<file path="src/rtl/gpio_bank.sv">
// gpio_bank: bus-mapped GPIO bank with output, direction and synchronized input
// registers plus set/clear/toggle write ports.
// Optional rising-edge interrupts (IE, IFLAG, irq) are built only when the macro
// GPIO_BANK_IRQ_EN is defined; otherwise 0x006/0x007 read as zero and irq is 0.
module gpio_bank #(
    parameter int WIDTH       = 8,
    parameter int SYNC_STAGES = 2
) (
    input  logic             clk,
    input  logic             rst_n,
    input  logic [10:0]      address,
    input  logic [31:0]      data,
    input  logic             rden,
    input  logic             wren,
    input  logic             clken,
    output logic [31:0]      q,
    input  logic [WIDTH-1:0] pin_in,
    output logic [WIDTH-1:0] pin_out,
    output logic [WIDTH-1:0] pin_oe,
    output logic             irq
);

    localparam logic [10:0] ADDR_OUT   = 11'h000;
    localparam logic [10:0] ADDR_DIR   = 11'h001;
    localparam logic [10:0] ADDR_IN    = 11'h002;
    localparam logic [10:0] ADDR_SET   = 11'h003;
    localparam logic [10:0] ADDR_CLR   = 11'h004;
    localparam logic [10:0] ADDR_TGL   = 11'h005;
    localparam logic [10:0] ADDR_IE    = 11'h006;
    localparam logic [10:0] ADDR_IFLAG = 11'h007;

    logic [WIDTH-1:0] out_q;
    logic [WIDTH-1:0] dir_q;
    logic [WIDTH-1:0] in_val;
    logic [WIDTH-1:0] wdata;
    logic [WIDTH-1:0] sync_q [SYNC_STAGES];
    logic [31:0]      rd_word;
    logic             wr_en;
    logic             rd_en;
    logic             data_unused;

    // Bus strobes only count when the access qualifier is high.
    assign wr_en  = clken & wren;
    assign rd_en  = clken & rden;
    assign wdata  = data[WIDTH-1:0];
    assign in_val = sync_q[SYNC_STAGES-1];

    // Upper data bits beyond WIDTH are deliberately ignored.
    assign data_unused = ^data;

    assign pin_out = out_q;
    assign pin_oe  = dir_q;

`ifdef GPIO_BANK_IRQ_EN
    localparam logic [2:0] ARM_MAX = 3'(SYNC_STAGES + 1);

    logic [WIDTH-1:0] ie_q;
    logic [WIDTH-1:0] iflag_q;
    logic [WIDTH-1:0] in_dly_q;
    logic [WIDTH-1:0] edge_hit;
    logic [WIDTH-1:0] w1c_mask;
    logic [2:0]       arm_cnt_q;
    logic             armed;

    // Edges only count once the synchronizer has flushed its post-reset contents.
    assign armed    = (arm_cnt_q == ARM_MAX);
    assign edge_hit = armed ? (in_val & ~in_dly_q) : '0;
    assign w1c_mask = (wr_en && (address == ADDR_IFLAG)) ? wdata : '0;

    // Interrupt state: enables, sticky flags (set beats clear), delayed copy, arm counter.
    always_ff @(posedge clk) begin
        if (!rst_n) begin
            ie_q      <= '0;
            iflag_q   <= '0;
            in_dly_q  <= '0;
            arm_cnt_q <= '0;
        end else begin
            in_dly_q <= in_val;
            if (!armed) begin
                arm_cnt_q <= arm_cnt_q + 3'd1;
            end
            if (wr_en && (address == ADDR_IE)) begin
                ie_q <= wdata;
            end
            iflag_q <= (iflag_q & ~w1c_mask) | edge_hit;
        end
    end

    assign irq = |(iflag_q & ie_q);
`else
    assign irq = 1'b0;
`endif

    // Read mux: zero-extended register contents, zero for write-only or unmapped words.
    always_comb begin
        rd_word = '0;
        case (address)
            ADDR_OUT:   rd_word[WIDTH-1:0] = out_q;
            ADDR_DIR:   rd_word[WIDTH-1:0] = dir_q;
            ADDR_IN:    rd_word[WIDTH-1:0] = in_val;
`ifdef GPIO_BANK_IRQ_EN
            ADDR_IE:    rd_word[WIDTH-1:0] = ie_q;
            ADDR_IFLAG: rd_word[WIDTH-1:0] = iflag_q;
`endif
            default:    rd_word = '0;
        endcase
    end

    // Output and direction registers, including the set/clear/toggle write aliases.
    always_ff @(posedge clk) begin
        if (!rst_n) begin
            out_q <= '0;
            dir_q <= '0;
        end else if (wr_en) begin
            case (address)
                ADDR_OUT: out_q <= wdata;
                ADDR_DIR: dir_q <= wdata;
                ADDR_SET: out_q <= out_q | wdata;
                ADDR_CLR: out_q <= out_q & ~wdata;
                ADDR_TGL: out_q <= out_q ^ wdata;
                default:  ;
            endcase
        end
    end

    // Registered read data; it samples pre-write values so read-during-write returns old data.
    always_ff @(posedge clk) begin
        if (!rst_n) begin
            q <= '0;
        end else if (rd_en) begin
            q <= rd_word;
        end
    end

    // Input synchronizer runs every cycle regardless of bus activity.
    always_ff @(posedge clk) begin
        if (!rst_n) begin
            for (int i = 0; i < SYNC_STAGES; i++) begin
                sync_q[i] <= '0;
            end
        end else begin
            sync_q[0] <= pin_in;
            for (int i = 1; i < SYNC_STAGES; i++) begin
                sync_q[i] <= sync_q[i-1];
            end
        end
    end

endmodule

</file>
<file path="config.mk">
export PLATFORM = sky130hd
export DESIGN_NAME = gpio_bank
export DESIGN_NICKNAME = d
export VERILOG_FILES = /design/src/rtl/gpio_bank.sv
export SDC_FILE = /design/constraint.sdc
export NUM_CORES = 1
export LEC_CHECK = 0
export CAP_MARGIN = 20
export CORE_ASPECT_RATIO = 0.8
export CORE_MARGIN = 1.5
export CORE_UTILIZATION = 45
export CTS_CLUSTER_SIZE = 12
export DETAILED_ROUTE_END_ITERATION = 10
export HOLD_SLACK_MARGIN = 0.02
export PLACE_DENSITY_LB_ADDON = 0.1
export SLEW_MARGIN = 20
export SYNTH_ARGS = -nofsm -noshare
export SYNTH_HDL_FRONTEND = slang
export SYNTH_SLANG_ARGS = --single-unit
</file>
<file path="constraint.sdc">
create_clock -name clk -period 4.7 [get_ports clk]
set_input_delay 1.41 -clock clk [delete_from_list [all_inputs] [get_ports clk]]
set_output_delay 1.41 -clock clk [all_outputs]
set_load 0.02 [all_outputs]
</file>
After elaboration in Yosys (flattened, before gate mapping)
Memories as Yosys holds them, arrays and structs flattened. Index checks and enable logic that the tools add are counted.

Equality and inequality tests: 5. Multiplexer cells: 6. Bitwise gates (word level): 8. Reductions and logical operators: 4.

Operator list (number): $pmux W8 S4 (1); $pmux W8 S3 (1); $eq A11 B2 Y1 const B (2); $eq A11 B3 Y1 const B (2); $mux W8 (2); $eq A11 B1 Y1 const B (1); $logic_not A11 Y1 (1); $and A8 B8 Y8 (1); $not A8 Y8 (1); $or A8 B8 Y8 (1); $xor A8 B8 Y8 (1); $reduce_and A2 Y1 (2); $reduce_bool A4 Y1 (1); $and A1 B1 Y1 (2); $mux W1 (2); $or A1 B1 Y1 (2).

Flip-flop bits (word level): 24. Memory bits (writable): 16. Input bits: 56. Output and inout bits: 49. Memories: 1.

Memory list: sync_q (depth 2, width 8, rd ports 2, clocked after Yosys merged registers in 0, write ports 2, RTL line 36) `logic [WIDTH-1:0] sync_q [SYNC_STAGES];`.

Logic depth before layout (Yosys ltp)
Gate-level depths: netlist of the first run.

Word-level depth: 3. Gate-level depth with buffers: 6. Mapped depth without buffers: 6.

Worst setup path after synthesis of the first run
No wires, ideal clock.

Path kind: input to register. Start: input address[7]. End: register out_q[0] (netlist: pin_out[0]). Arrival: 2.457 ns. Data required time: 4.570 ns. Setup slack: 2.113 ns. Stages on the path: 4. Path buffers: 0. Cell sequence: nor4_4 o211ai_2 a2111oi_0 nor3_1.

Longest elaborated chain between the ends: 3.

RTL lines: from (decl) (RTL line 11) `input logic [10:0] address,`; $eq A11 B3 Y1, or another cell as far along (RTL line 115) `case (address)`; $reduce_bool A4 Y1 (no line); $reduce_and A2 Y1 (no line); to (signal assigned) (RTL line 116) `ADDR_OUT: out_q <= wdata;`; to (signal assigned) (RTL line 118) `ADDR_SET: out_q <= out_q | wdata;`; to (signal assigned) (RTL line 119) `ADDR_CLR: out_q <= out_q & ~wdata;`; to (decl) (RTL line 32) `logic [WIDTH-1:0] out_q;`.

Several ways; a longest one is shown, not always the timed one. A chain may end at the register's enable or synchronous reset.

Worst setup path in the final report of the first run
Start: input address[1]. End: register out_q[0] (netlist: pin_out[0]).

Same word-level chain as after synthesis.

==> results.sh, run 1 <==
export IMPL_status="complete, no violations"
export IMPL_die_area_mm2=0.00551
export IMPL_cts_sinks=40
export IMPL_cp_required_ns=4.87
export IMPL_drive_gt1_share_pct=6.42
export IMPL_core_mm2=0.00473
export IMPL_rsz0062_at_grt="no"
export IMPL_yosys_top_cells_area="dfxtp_1 35%, ha_1 8.8%, buf_4 8.6%"
export IMPL_yosysSeqAreaShare_pct=35.1
export IMPL_grt_max_degree=20
export IMPL_antenna_found_initial=0
export IMPL_place_hpwl_um=3740
export IMPL_holdCritPathClass="flip-flop to flip-flop"
export IMPL_synth_mux_area_share_pct=7.02
export IMPL_yosys_area_share_xor_xnor_pct=0.768
export IMPL_yosys_area_top_type="dfxtp_1"
export IMPL_clock_skew_ns=0.00711
export IMPL_clk_latency_ns=0.29
export IMPL_endpoint_kind="flip-flop"
export IMPL_wl_per_cell_um=14.7
export IMPL_fin_crit_sh_pct=72.1
export IMPL_dr_pass1_iters=4
export IMPL_n_antenna_cell=0
export IMPL_grt_util_met2_pct=32.2
export IMPL_ant_nets=0
export IMPL_crit_arrival_ns=3.56
export IMPL_start_util_pct=48.2
export IMPL_worstSetupPathType="input pin to flip-flop"
export IMPL_r2r_worst_path_cells=5
export IMPL_grt_pass1_wl_um=8400
export IMPL_syn_inst=241
export IMPL_postLayoutCellArea_mm2=0.00290
export IMPL_maxCapViolCount=0
export IMPL_p_leak_nw=1.25
export IMPL_placed_cell_area_mm2=0.00279
export IMPL_cts_resized=0
export IMPL_cts_max_level=2
export IMPL_io_pins=105
export IMPL_post_cts_buffers=0
export IMPL_critPathMaxFanout=14
export IMPL_grt_usage_pct=20.5
export IMPL_hold_buffers=0
export IMPL_regToRegSetupSlack_ns=3.09
export IMPL_finalSetupViolCount=0
export IMPL_tightest_slew_ns=0.709
export IMPL_via_per_inst=5.19
export IMPL_syn_avg_cell_area_um2=9.47
export IMPL_cts_clk_slew_worst_paths_ns=0.08
export IMPL_synth_ff_type="dfxtp_1"
export IMPL_grt_pass1_vias=1735
export IMPL_synth_cell_types=37
export IMPL_nets=367
export IMPL_worst_hold_startpoint="sync_q[0][5]"
export IMPL_period_minus_slack_ns=3.39
export IMPL_syn_area_mm2=0.00228
export IMPL_drcViolationCount=0
export IMPL_fmax_ghz=0.295
export IMPL_synth_compound_area_share_pct=16.1
export IMPL_synth_edf_count=0
export IMPL_grt_overflow=0
export IMPL_drtIter0Drc=85
export IMPL_cts_tree="done"
export IMPL_use_met1_pct=27.5
export IMPL_min_path_cells=1
export IMPL_die_w_um=82.6
export IMPL_p_per_area_mw_per_mm2=250
export IMPL_vias=1846
export IMPL_grt_use_met3_pct=5.48
export IMPL_wirelength_um=5220
export IMPL_clockBufferDepth=2
export IMPL_startpoint_type="input pin"
export IMPL_synth_adder_area_share_pct=8.77
export IMPL_synthArstFlopShare_pct=0
export IMPL_holdPathEnd="sync_q[0][13]"
export IMPL_total_power_mw=0.725
export IMPL_synth_top_family_by_area="simple AND/OR/NAND/NOR gates"
export IMPL_slew_headroom_pct=52.6
export IMPL_place_congestion=0.781
export IMPL_yosys_area_share_simple_pct=18.8
export IMPL_hold_viol_final=0
export IMPL_port_buffers=55
export IMPL_ir_drop_v=0.000157
export IMPL_numCtsBuffers=5
export IMPL_cp_startpoint="address[1]"
export IMPL_die_h_um=66.7
export IMPL_r2r_start="pin_out[6]"
export IMPL_ys_ff_latch=40
export IMPL_setup_tns_ns=0
export IMPL_synth_warning_count=0
export IMPL_synth_top_area_share_pct=35.1
export IMPL_worst_hold_slack_ns=0.438
export IMPL_regToRegEndpoint="pin_out[6]"
export IMPL_final_util_pct=61.2
export IMPL_placementRows=22
export IMPL_cts_root_buf="clkbuf_8"
export IMPL_final_max_slew_violation_count=0
export IMPL_area_growth_pct=26.9
export IMPL_grt_busiest_layer="met2"
-- how the worst max path moves through the flow --
stage,endpoint,slack (ns)
finish,pin_out[0],1.31
global placement,pin_out[6],1.01
global route,pin_out[6],1.16
CTS,pin_out[6],1.29
floorplan,pin_out[0],2.11
detailed placement,pin_out[6],1.02
-- logic make-up (layout without fill, tap and decap cells) --
kind of cell	Yosys count	in the layout
xor gates and xnor gates	2	2
DFF	40	40
adders and majority gates	16	16
other	1	25
buffers and inverters	53	84
and+or+nand+nor	65	65
muxes	16	16
AOI/OAI and AO/OA	48	48
-- critical path, stage by stage --
cell             delay (ns)
clkdlybuf4s50_1        0.84
buf_4                  0.33
and3b_1                0.20
o211ai_2               0.23
a2111oi_0              0.47
nor3_1                 0.07
-- state kept, by name (all words and copies together), names as in the netlist --
register  cells
q             8
pin_oe        8
sync_q       16
pin_out       8
-- per-layer routing --
| layer | part of all wire [%] | vias to the layer above |
|---|---|---|
| met5 | 0 | - |
| met4 | 0.90 | 0 |
| li1 | - | 901 |
| met1 | 46 | 879 |
| met3 | 6.6 | 7 |
| met2 | 46 | 59 |
-- layout make-up --
| class | count | area (um^2) |
|---|---|---|
| Sequential cell | 40 | 801 |
| Timing Repair Buffer | 59 | 581 |
| Inverter | 17 | 63.8 |
| Fill cell | 421 | 1840 |
| Clock buffer | 6 | 72.6 |
| Tap cell | 60 | 75.1 |
| Clock inverter | 2 | 35.0 |
| Multi-Input combinational cell | 172 | 1270 |
-- stage by stage --
step,std cells,setup slack (ns)
floorplan,265,2.11
global placement,348,1.01
detailed placement,348,1.02
CTS,356,1.29
global route,356,1.16
finish,356,1.31
-- layout by cell type (no fill, tap or decap), types with 2 or more instances in the layout --
cell type,synthesis,routed
a22o_1,13,13
and3b_1,6,6
ha_1,16,16
nor2_1,14,14
dfxtp_1,40,40
inv_1,16,16
clkdlybuf4s50_1,0,55
a21oi_1,9,9
o21ai_0,8,8
conb_1,1,25
a2111oi_0,2,2
a311o_1,3,3
and2b_4,2,2
clkbuf_8,0,5
nor4bb_1,6,6
nor3_1,3,3
and2_1,17,17
buf_4,26,4
a221oi_1,5,5
nand2_1,9,9
mux2i_1,16,16
a211oi_1,5,5
nor4_4,2,2
-- synthesized netlist by cell type (all sizes together), types with 5 or more instances --
cell type,n
mux2i,16
o21ai,8
nor4bb,6
ha,16
and2,17
nor2,14
clkbuf,5
buf,31
a21oi,9
dfxtp,40
a22o,13
nand2,9
and3b,6
a211oi,6
a221oi,5
inv,16
-- power breakdown --
part | switching, mW | total [mW] | internal [mW] | leakage (nW)
clock | 0.117 | 0.275 | 0.158 | 0.0552
combinational | 0.0589 | 0.104 | 0.0448 | 0.866
sequential | 0.00157 | 0.347 | 0.345 | 0.326
total | 0.178 | 0.725 | 0.547 | 1.25
Power figures use the tool's default switching activity.
==> inputs of run 2 (changes only) <==
Settings changed: CORE_UTILIZATION 45 to 42.
Clock period 4.7 ns to 3.2 ns, I/O delays scaled along.
==> results.sh, run 2 (synthesis gave the netlist of run 1 again) <==
export IMPL_grt_max_degree=18
export IMPL_maxCapViolCount=0
export IMPL_holdCritPathClass="flip-flop to flip-flop"
export IMPL_setup_tns_ns=0
export IMPL_grt_use_met3_pct=4.76
export IMPL_worstSetupPathType="input pin to flip-flop"
export IMPL_vias=1849
export IMPL_port_buffers=55
export IMPL_grt_usage_pct=18.4
export IMPL_worst_hold_startpoint="sync_q[0][6]"
export IMPL_fmax_ghz=0.378
export IMPL_crit_arrival_ns=2.85
export IMPL_place_hpwl_um=3820
export IMPL_nets=376
export IMPL_r2r_worst_path_cells=5
export IMPL_area_growth_pct=30.0
export IMPL_cp_required_ns=3.41
export IMPL_n_antenna_cell=0
export IMPL_via_per_inst=5.04
export IMPL_p_leak_nw=1.29
export IMPL_startpoint_type="input pin"
export IMPL_regToRegEndpoint="pin_out[6]"
export IMPL_holdPathEnd="sync_q[0][14]"
export IMPL_cts_resized=0
export IMPL_die_area_mm2=0.00589
export IMPL_cts_sinks=40
export IMPL_postLayoutCellArea_mm2=0.00297
export IMPL_placementRows=23
export IMPL_wl_per_cell_um=13.9
export IMPL_p_per_area_mw_per_mm2=361
export IMPL_grt_overflow=0
export IMPL_cts_tree="done"
export IMPL_hold_viol_final=0
export IMPL_die_h_um=68.9
export IMPL_drcViolationCount=7
export IMPL_grt_busiest_layer="met2"
export IMPL_wirelength_um=5110
export IMPL_cts_root_buf="clkbuf_8"
export IMPL_die_w_um=85.4
export IMPL_violations="DRC"
export IMPL_grt_pass1_vias=1680
export IMPL_endpoint_kind="flip-flop"
export IMPL_grt_pass1_wl_um=8270
export IMPL_min_path_cells=1
export IMPL_post_cts_buffers=0
export IMPL_grt_util_met2_pct=30.4
export IMPL_cts_clk_slew_worst_paths_ns=0.07
export IMPL_rsz0062_at_grt="no"
export IMPL_fillCellCount=473
export IMPL_r2r_start="pin_out[6]"
export IMPL_cts_max_level=2
export IMPL_layout_commonest_cell="clkdlybuf4s50_1"
export IMPL_dr_pass1_iters=8
export IMPL_drive_gt1_share_pct=9.18
export IMPL_regMostFlops="sync_q"
export IMPL_finalSetupViolCount=0
export IMPL_clk_latency_ns=0.29
export IMPL_core_mm2=0.00512
export IMPL_period_minus_slack_ns=2.65
export IMPL_start_util_pct=44.6
export IMPL_status="complete, but fails checks"
export IMPL_ant_nets=0
export IMPL_use_met1_pct=24.5
export IMPL_antenna_found_initial=0
export IMPL_drtIter0Drc=82
export IMPL_clockBufferDepth=2
export IMPL_clock_skew_ns=0.00269
export IMPL_largest_register_ff_count=16
export IMPL_io_pins=105
export IMPL_ir_drop_v=0.000179
export IMPL_numCtsBuffers=5
export IMPL_place_congestion=0.770
export IMPL_final_cell_mix="55 x clkdlybuf4s50_1, 40 x dfxtp_1, 25 x conb_1, 17 x and2_1"
export IMPL_fin_crit_sh_pct=82.7
export IMPL_regToRegSetupSlack_ns=1.57
export IMPL_hold_buffers=0
export IMPL_critPathMaxFanout=9
export IMPL_placed_cell_area_mm2=0.00286
export IMPL_final_max_slew_violation_count=0
## run 2: critical path, cell delays in order
cell and delay [ns]:
clkdlybuf4s50_1 0.65, buf_4 0.20, and2b_4 0.19, xnor2_1 0.35
buf_4 0.22, a21oi_1 0.07, a211oi_1 0.21
## run 2: cell type report
cell class,count,area (um^2),area share (%)
inverters,17,63.8,2.15
well taps,62,77.6,2.61
multi-input cells,172,1270,42.8
clock buffers,6,72.6,2.45
repair buffers,68,648,21.8
clock inverters,2,35.0,1.18
flip-flops and latches,40,801,27.0
## run 2: routing by layer
metal / part of all wire, % / wire length (um) / up-vias
met5: 0 / 0 / -
met4: 0.61 / 31 / 0
met3: 5.8 / 298 / 4
met2: 46 / 2340 / 56
met1: 48 / 2440 / 860
li1: - / - / 929
## run 2: worst max-delay path by stage
| stage | end | cells after the start | slack, ns | startpoint |
|---|---|---|---|---|
| 3_5_place_dp | pin_out[2] | 7 | 0.33 | address[2] |
| 6_report | pin_out[1] | 7 | 0.55 | address[2] |
| 2_1_floorplan | pin_out[0] | 4 | 1.06 | address[7] |
| 5_1_grt | pin_out[2] | 7 | 0.44 | address[2] |
| 3_3_place_gp | pin_out[6] | 5 | 0.34 | address[1] |
| 4_1_cts | pin_out[2] | 7 | 0.58 | address[2] |
## run 2: power by group
part | internal, mW | leakage, nW | switching [mW] | total (mW)
combinational | 0.0726 | 0.910 | 0.0871 | 0.160
clock | 0.231 | 0.0552 | 0.171 | 0.402
sequential | 0.507 | 0.326 | 0.00206 | 0.509
total | 0.811 | 1.29 | 0.260 | 1.07
## run 2: metrics by stage
| stage | cells | hold WS (ns) | util (%) | setup slack [ns] | total power [mW] |
|---|---|---|---|---|---|
| detailed placement | 359 | 0.419 | 55.8 | 0.330 | 0.680 |
| floorplan | 265 | 0.412 | - | 1.06 | 0.631 |
| global placement | 359 | 0.415 | 55.8 | 0.343 | 0.678 |
| CTS | 367 | 0.436 | 57.9 | 0.576 | 1.08 |
| global route | 367 | 0.446 | 57.9 | 0.436 | 1.12 |
| finish | 367 | 0.435 | 57.9 | 0.554 | 1.07 |
